[src/rtl/data_memory_bank_pkg.sv]
// Shared definitions for the data memory bank.
// Contents: clear-FSM state encoding, the byte width, and a helper that
// derives the number of byte lanes from the data width.
package data_memory_bank_pkg;

  typedef logic state_t;

  localparam state_t ST_IDLE  = 1'b0;
  localparam state_t ST_CLEAR = 1'b1;

  localparam int unsigned BYTE = 8;

  // Number of byte lanes for a data width (width must be a multiple of BYTE).
  function automatic int unsigned calc_bw(input int unsigned dw);
    return dw / BYTE;
  endfunction

endpackage

[src/rtl/data_memory_bank_mem_clear_fsm.sv]
// Clear sequencer for the data memory bank: sweeps every row to zero after
// reset or on request, one row per cycle.
// Ports:
//   i_clk      clock, rising edge
//   i_rst      synchronous active-high reset (starts a fresh sweep)
//   i_clr      request a sweep (honoured only while idle)
//   o_busy     sweep in progress (decoded from state)
//   o_clr_we   zero the row at o_clr_idx this cycle
//   o_clr_idx  row being cleared
module mem_clear_fsm
  import data_memory_bank_pkg::*;
#(
  parameter int unsigned AW = 5
) (
  input  logic          i_clk,
  input  logic          i_rst,
  input  logic          i_clr,
  output logic          o_busy,
  output logic          o_clr_we,
  output logic [AW-1:0] o_clr_idx
);

  localparam logic [AW-1:0] LAST_IDX = {AW{1'b1}};

  state_t        r_state;
  logic [AW-1:0] r_idx;
  state_t        w_state_nxt;
  logic [AW-1:0] w_idx_nxt;

  // State register.
  always_ff @(posedge i_clk) begin
    if (i_rst) begin
      r_state <= ST_CLEAR;
      r_idx   <= '0;
    end else begin
      r_state <= w_state_nxt;
      r_idx   <= w_idx_nxt;
    end
  end

  // Next-state logic; a clr seen during a sweep is dropped.
  always_comb begin
    w_state_nxt = r_state;
    w_idx_nxt   = r_idx;
    case (r_state)
      ST_IDLE: begin
        if (i_clr) begin
          w_state_nxt = ST_CLEAR;
          w_idx_nxt   = '0;
        end
      end
      ST_CLEAR: begin
        if (r_idx == LAST_IDX) begin
          w_state_nxt = ST_IDLE;
          w_idx_nxt   = '0;
        end else begin
          w_idx_nxt = r_idx + AW'(1);
        end
      end
      default: begin
        w_state_nxt = ST_CLEAR;
        w_idx_nxt   = '0;
      end
    endcase
  end

  // Outputs; no row is zeroed on a reset edge, the sweep starts after it.
  always_comb begin
    o_busy    = (r_state == ST_CLEAR);
    o_clr_we  = (r_state == ST_CLEAR) && !i_rst;
    o_clr_idx = r_idx;
  end

endmodule

[src/rtl/data_memory_bank.sv]
// Parametrised single-port data memory with per-byte write enables, a
// registered read with valid strobe, and a zeroing sweep after reset or clr.
// Ports:
//   clk, rst   clock and synchronous active-high reset
//   en, we     access request; we=1 write, we=0 read
//   be         byte-lane write enables
//   addr, din  row address and write data
//   clr        request a full-array clear
//   dout       registered read data (holds between reads)
//   rd_valid   one-cycle strobe, dout valid
//   busy       clear sweep in progress
//   acc_err    one-cycle strobe, access rejected while busy
module data_memory_bank
  import data_memory_bank_pkg::*;
#(
  parameter  int unsigned AW = 5,
  parameter  int unsigned DW = 32,
  localparam int unsigned BW = calc_bw(DW)
) (
  input  logic          clk,
  input  logic          rst,
  input  logic          en,
  input  logic          we,
  input  logic [BW-1:0] be,
  input  logic [AW-1:0] addr,
  input  logic [DW-1:0] din,
  input  logic          clr,
  output logic [DW-1:0] dout,
  output logic          rd_valid,
  output logic          busy,
  output logic          acc_err
);

  localparam int unsigned DEPTH = 2 ** AW;

  logic [DW-1:0] r_mem [DEPTH];
  logic [DW-1:0] r_dout;
  logic          r_rd_valid;
  logic          r_acc_err;

  logic          w_busy;
  logic          w_clr_we;
  logic [AW-1:0] w_clr_idx;
  logic          w_rd;
  logic          w_wr;

  mem_clear_fsm #(
    .AW (AW)
  ) u_clear_fsm (
    .i_clk     (clk),
    .i_rst     (rst),
    .i_clr     (clr),
    .o_busy    (w_busy),
    .o_clr_we  (w_clr_we),
    .o_clr_idx (w_clr_idx)
  );

  // Accesses only proceed while idle; a same-cycle clr does not block them.
  assign w_rd = en && !we && !w_busy;
  assign w_wr = en &&  we && !w_busy && !rst;

  // Storage: sweep writes and user writes are mutually exclusive via busy.
  always_ff @(posedge clk) begin
    if (w_clr_we) begin
      r_mem[w_clr_idx] <= '0;
    end else if (w_wr) begin
      for (int i = 0; i < int'(BW); i++) begin
        if (be[i]) begin
          r_mem[addr][i*BYTE +: BYTE] <= din[i*BYTE +: BYTE];
        end
      end
    end
  end

  // Read register and status strobes.
  always_ff @(posedge clk) begin
    if (rst) begin
      r_dout     <= '0;
      r_rd_valid <= 1'b0;
      r_acc_err  <= 1'b0;
    end else begin
      r_rd_valid <= w_rd;
      r_acc_err  <= en && w_busy;
      if (w_rd) begin
        r_dout <= r_mem[addr];
      end
    end
  end

  assign dout     = r_dout;
  assign rd_valid = r_rd_valid;
  assign acc_err  = r_acc_err;
  assign busy     = w_busy;

endmodule
[config.mk]
export PLATFORM = sky130hd
export DESIGN_NAME = data_memory_bank
export DESIGN_NICKNAME = d
export VERILOG_FILES = /design/src/rtl/data_memory_bank_pkg.sv /design/src/rtl/data_memory_bank_mem_clear_fsm.sv /design/src/rtl/data_memory_bank.sv
export SDC_FILE = /design/constraint.sdc
export NUM_CORES = 1
export LEC_CHECK = 0
export ABC_CLOCK_PERIOD_IN_PS = 3590
export CORE_UTILIZATION = 45
export DETAILED_ROUTE_END_ITERATION = 12
export GPL_TIMING_DRIVEN = 0
export PLACE_DENSITY_LB_ADDON = 0.15
export SKIP_LAST_GASP = 1
export SLEW_MARGIN = 10
export SYNTH_ARGS = -nofsm -noshare
export SYNTH_HDL_FRONTEND = slang
export SYNTH_HIERARCHICAL = 1
export SYNTH_SLANG_ARGS = --single-unit
[constraint.sdc]
create_clock -name clk -period 3.59 [get_ports clk]
set_input_delay 0.8975 -clock clk [delete_from_list [all_inputs] [get_ports clk]]
set_output_delay 0.8975 -clock clk [all_outputs]
set_load 0.02 [all_outputs]
* After elaboration in Yosys (flattened, before gate mapping) *
Memories as Yosys holds them, arrays and structs flattened. A register that Yosys moved wholly into a read port is not among the register bits.
Cells that the tools add are included.

word-level totals
  RAM bits = 1024
  bits of input ports = 46
  memories = 1
  logic and storage cells = 47
  bits in read-only memories = 0
  latch bits = 0
  register bits = 8

cells by class
  reduce and logical (&&, ||, !) cells = 11
  multipliers = 0
  $lt $le $gt $ge = 0
  equal/unequal tests = 2
  divide/modulo/power cells = 0
  muxes and demuxes = 27
  shifts and indexed selects = 0
  bitwise operators = 1
  $add $sub $neg = 1

memories
  memory  depth  width  rd ports  clocked after Yosys merged registers in  wr ports  RTL line                source
  r_mem   32     32     1         1                                        1         data_memory_bank.sv:36  logic [DW-1:0] r_mem [DEPTH];

operator list
  kind                                         number
  two-way mux 32 bit                           1
  OR reduction 32 bit                          1
  two-way mux 1 bit                            20
  two-way mux 5 bit                            3
  case mux 5 bit (2 select lines)              1
  logical AND 1 bit                            7
  adder 5 x 1 -> 5 bit, second input constant  1
  equality test 5 bit, second input constant   1
  two-way mux 4 bit                            1
  logical NOT 1 bit                            3
  != test 2 bit, second input constant         1
  case mux 1 bit (2 select lines)              1
  inverter 1 bit                               1

* Longest topological paths before layout *
Gate-level depths: netlist (run 1).

  depth in word-level cells = 8
  mapped depth = 8
  mapped depth without buffers = 6

* Hierarchy *
Netlist (run 1), hierarchy kept.

modules (own cells, without submodules)
  module            area an instance (µm²)  cells each  times used
  data_memory_bank  41906.4                 2445        1
  mem_clear_fsm     315.3                   33          1

* Worst setup path after synthesis (run 1) *
No wires, ideal clock.

  path type = input-to-reg
  start point = in rst
  end point = mem r_mem[11][0] (enable)
  arrival time = 2.765 ns
  setup time = 0.370 ns
  path slack = 0.454 ns
  cell stages on the path = 8
  data required time = 3.220 ns
  cell sequence = buf_2 > and4bb_1 > nor3b_2 > mux2i_1 > nand2b_1 > clkbuf_1 > buf_2 > nor2_1

between the ends
  longest elaborated chain between the ends = 7

RTL lines
  item                                                              RTL line                                                      source
  start, declared                                                   data_memory_bank.sv:21                                        input logic rst,
  logical NOT 1 bit *                                               data_memory_bank_mem_clear_fsm.sv:70, data_memory_bank.sv:60
  logical AND 1 bit                                                 data_memory_bank.sv:60                                        assign w_wr = en && we && !w_busy && !rst;
  two-way mux 1 bit                                                 data_memory_bank.sv:66                                        end else if (w_wr) begin
  two-way mux 1 bit                                                 data_memory_bank.sv:64                                        if (w_clr_we) begin
  two-way mux 1 bit (implied by the code)                           data_memory_bank.sv:69                                        r_mem[addr][i*BYTE +: BYTE] <= din[i*BYTE +: BYTE];
  OR reduction 32 bit (no line)                                     n/a
  two-way mux 5 bit (no line) or two-way mux 4 bit (tied branches)  n/a
  end, declared                                                     data_memory_bank.sv:36

Every way passes the cells marked *; elsewhere a longest branch is shown, timed or not.

==> results of run 1 <==
==> worst register-to-register path, cell delays in order, from the launching register on <==
cell	delay [ps]
dfxtp_1	490
buf_6	200
nor2b_1	490
nor3b_4	100
buf_12	160
mux2i_4	210
buf_4	190
nand2b_1	60
clkbuf_1	610
buf_4	430
nor2_4	80
buf_12	150
==> cells in the final DEF, fill, tap and decap left out, types with 4 or more instances in the layout <==
master           synthesis  routed
a211oi_1                32      32
a21oi_1                  8       6
a31oi_4                  0      12
a41oi_4                  0       4
and2_2                   0       4
and2_4                   0      30
buf_1                    5       5
buf_12                   0      33
buf_2                   64      57
buf_4                    2      56
buf_6                    4      12
bufinv_16                0      12
clkbuf_1                87      94
clkbuf_16                0     115
clkbuf_2                 0      18
clkbuf_8                 0      12
clkdlybuf4s50_1          0      78
clkinv_1                 0      15
clkinv_2                 0      20
clkinvlp_4               0       5
dfxtp_1                 40      40
edfxtp_1              1024    1024
mux2_2                 512     512
nand2_1                  5       5
nand2b_1                10       9
nand4_1                 32      32
nor2_1                 168      40
nor2_2                   0      13
nor2_4                   0     115
nor2b_1                  8       8
nor3_1                   9       9
nor4_1                   7       7
o21ai_0                129     127
o22ai_1                256     256
or2_1                    4       4
==> cells in the mapped netlist (all sizes together), types with 2 or more instances <==
library cell / n
a211oi: 32
a21oi: 8
a31oi: 13
a41oi: 4
and2: 34
buf: 75
clkbuf: 87
dfxtp: 40
edfxtp: 1024
ha: 3
mux2: 512
mux2i: 2
nand2: 5
nand2b: 10
nand3: 2
nand3b: 2
nand4: 32
nor2: 168
nor2b: 9
nor3: 9
nor3b: 4
nor4: 7
o21ai: 129
o22ai: 256
or2: 6
or3b: 2
==> flip-flops by register name, indices dropped and copies added, names as in the netlist <==
register and cells:
r_mem 1024, dout 32, u_clear_fsm/o_clr_idx 5, acc_err 1, rd_valid 1, u_clear_fsm/o_busy 1
==> worst max-delay path by stage <==
| stage | endpoint | slack [ps] |
|---|---|---|
| 3_5_place_dp | r_mem[7][9]$_DFFE_PP_ | -2120 |
| 6_report | dout[30]$_SDFFE_PP0P_ | -130 |
| 2_1_floorplan | r_mem[11][0]$_DFFE_PP_ | 450 |
| 5_1_grt | dout[15]$_SDFFE_PP0P_ | -100 |
| 3_3_place_gp | r_mem[8][1]$_DFFE_PP_ | -2200 |
| 4_1_cts | r_mem[13][21]$_DFFE_PP_ | -360 |
==> cell type report <==
cell class | instances | area share [%]
clock inverters | 55 | 1.16
well taps | 1243 | 3.07
diodes | 1 | 0.00494
clock buffers | 155 | 6.21
repair buffers | 168 | 3.77
multi-input cells | 1254 | 22.0
flip-flops and latches | 1064 | 62.3
plain buffers | 160 | 1.51
==> cell families after synthesis <==
family                   after synthesis  share of synthesized area, %
AO/OA/AOI/OAI                        442                          6.40
adder cells (fa/ha/maj)                3                        0.0889
buffers and inverters                162                          1.72
flip-flops                          1064                          74.7
multiplexers                         514                          13.7
AND/OR/NAND/NOR                      293                          3.36
==> per-layer routing <==
metal / global-route usage, % / up-vias / share of wire, %
li1: - / 10400 / -
met2: 44.5 / 1163 / 48
met3: 6.45 / 271 / 8.6
met5: 0 / - / 0.049
met1: 36.4 / 12800 / 40
met4: 9.92 / 8 / 3.6
==> stage by stage <==
step / setup WS (ps) / setup TNS [ps] / instances / area [um2]
3_5_place_dp: -2120 / -3482920 / 3808 / 44700
5_1_grt: -98.9 / -464 / 4099 / 50700
4_1_cts: -356 / -54200 / 4101 / 50700
2_1_floorplan: 454 / 0 / 2478 / 42200
6_report: -134 / -505 / 4100 / 50700
3_3_place_gp: -2200 / -3610550 / 3800 / 44600
==> power groups by stage <==
stage	clock network, W	logic [W]	registers (W)
2_1_floorplan	0	0.000615	0.0137
4_1_cts	0.0118	0.00127	0.0135
3_5_place_dp	0	0.00118	0.0138
3_3_place_gp	0	0.00116	0.0137
5_1_grt	0.0123	0.00133	0.0135
6_report	0.0117	0.00130	0.0135
==> timing repair <==
action                     4_1_cts  5_1_grt
cloned                           2        0
buffers inserted                81        0
hold endpoints to repair         0        0
pin swaps                       41        0
gates resized for setup        351        5
setup endpoints to repair     2070     1910
==> impl_metrics.env, run 1 <==
export IMPL_outcome="finished, violations left"
export IMPL_violations="negative setup slack"
export IMPL_yosysTopAreaCell="edfxtp_1"
export IMPL_min_period_ps=3720
export IMPL_die_area_mm2=0.0951
export IMPL_crit_fanout=10
export IMPL_cp_start_kind="input port"
export IMPL_synth_area_top_cells="edfxtp_1 73%, mux2_2 14%, o22ai_1 3.8%"
export IMPL_core_mm2=0.0924
export IMPL_p_per_area_mw_per_mm2=523
export IMPL_intPower_w=0.0208
export IMPL_maxSlewViolCount=0
export IMPL_synth_area_mm2=0.0422
export IMPL_syn_avg_cell_area_um2=17.0
export IMPL_antenna_found_initial=6
export IMPL_routed_wl_um=130000
export IMPL_cts_hold_buf=0
export IMPL_reg2reg_depth=11
export IMPL_slowest_stage="clkbuf_1"
export IMPL_finalPower_w=0.0265
export IMPL_holdCritStartpoint="dout[24]$_SDFFE_PP0P_"
export IMPL_cp_cell_sequence="clkdlybuf4s50_1, nand2_1, clkbuf_1, clkbuf_1, o22ai_1, o21ai_0, nand4_1, a211oi_1"
export IMPL_grt_max_degree=33
export IMPL_grt_pass1_vias=24700
export IMPL_grt_pass1_wl_um=182000
export IMPL_p_seq_share_pct=50.9
export IMPL_synth_top_area_share_pct=72.8
export IMPL_postRouteAntennaNets=0
export IMPL_multi_input_area_mm2=0.0112
export IMPL_synthArstFlopShare_pct=0
export IMPL_post_synth_inst_count=2478
export IMPL_yosys_warnings=6
export IMPL_hold_depth=2
export IMPL_grt_overflow_total=0
export IMPL_peakVddDrop_v=0.000367
export IMPL_whs_ps=506
export IMPL_fp_dieH_um=308
export IMPL_layout_setup_ws_ps=-134
export IMPL_syn_nets=2527
export IMPL_skew_ps=32.5
export IMPL_cpMostUsedCell="clkbuf_1"
export IMPL_critical_path_class="input port to flop"
export IMPL_drc=0
export IMPL_synth_seq_area_share_pct=74.7
export IMPL_pwr_share_comb_pct=4.9
export IMPL_synth_edf_count=1024
export IMPL_drive_above_1_share_pct=36.6
export IMPL_relSlewSlack_pct=10.5
export IMPL_ys_seq_elements=1064
export IMPL_initial_core_util_pct=45.7
export IMPL_dpl_hpwl_um=87200
export IMPL_max_cap_viol_count=0
export IMPL_fp_row_count=111
export IMPL_switching_power_w=0.00568
export IMPL_vias=24700
export IMPL_fin_util_pct=54.9
export IMPL_cts_buffer_depth=3
export IMPL_cp_depth=8
export IMPL_startpoint="addr[1]"
export IMPL_p_leak_nw=18.6
export IMPL_synth_ff_type="edfxtp_1"
export IMPL_areaGrowthSynthToFinish_pct=20.0
export IMPL_hold_class="flop to flop"
export IMPL_clk_latency_ps=700
export IMPL_cts_tree="yes"
export IMPL_grtUsageTotal_pct=27.6
export IMPL_crit_path_end_kind="flop"
export IMPL_sw_frac_of_total_pct=21.4
export IMPL_path_clk_slew_ps=60
export IMPL_drt_wirelength_per_cell_um=31.8
export IMPL_rsz0062_at_grt="true"
export IMPL_routabilityCongestion=0.885
export IMPL_finalCritPeriodShare_pct=104
export IMPL_crit_family="buffers and inverters"
export IMPL_synth_cell_types=38
export IMPL_layout_area_seq_mm2=0.0316
export IMPL_clkPwrFrac_pct=44.2
export IMPL_worstReg2RegStart="u_clear_fsm/o_busy$_SDFF_PP1_"
export IMPL_drtIter0Drc=2650
export IMPL_htreeDepth=3
export IMPL_holdPathEnd="dout[24]$_SDFFE_PP0P_"
export IMPL_fmax_ghz=0.269
export IMPL_cts_made_buffers=110
export IMPL_worstPathRequired_ps=4190
export IMPL_clock_sinks=1064
export IMPL_die_x_um=308
export IMPL_worstMarginPinSlew_ps=1340
export IMPL_vias_per_cell=6.03
export IMPL_hold_viol_final=0
export IMPL_root_buffer="clkbuf_16"
export IMPL_dr_pass1_iters=5
export IMPL_portBuffers=79
export IMPL_critPathMaxStageDelay_ps=720
export IMPL_io_pins=81
export IMPL_nNetsFinal=2807
export IMPL_fillCellCount=7180
export IMPL_r2r_end="r_mem[6][25]$_DFFE_PP_"
export IMPL_r2r_setup_slack_ps=140
export IMPL_setup_violations=8
export IMPL_cp_num_buf_inv=3
export IMPL_worstPathArrival_ps=4330
Power figures use the tool's default switching activity.
==> inputs of run 2 (changes only) <==
- CTS_CLUSTER_DIAMETER: unset -> 100
==> results of run 2 <==
No change in the layout: final DEF, timing and power equal those of run 1.
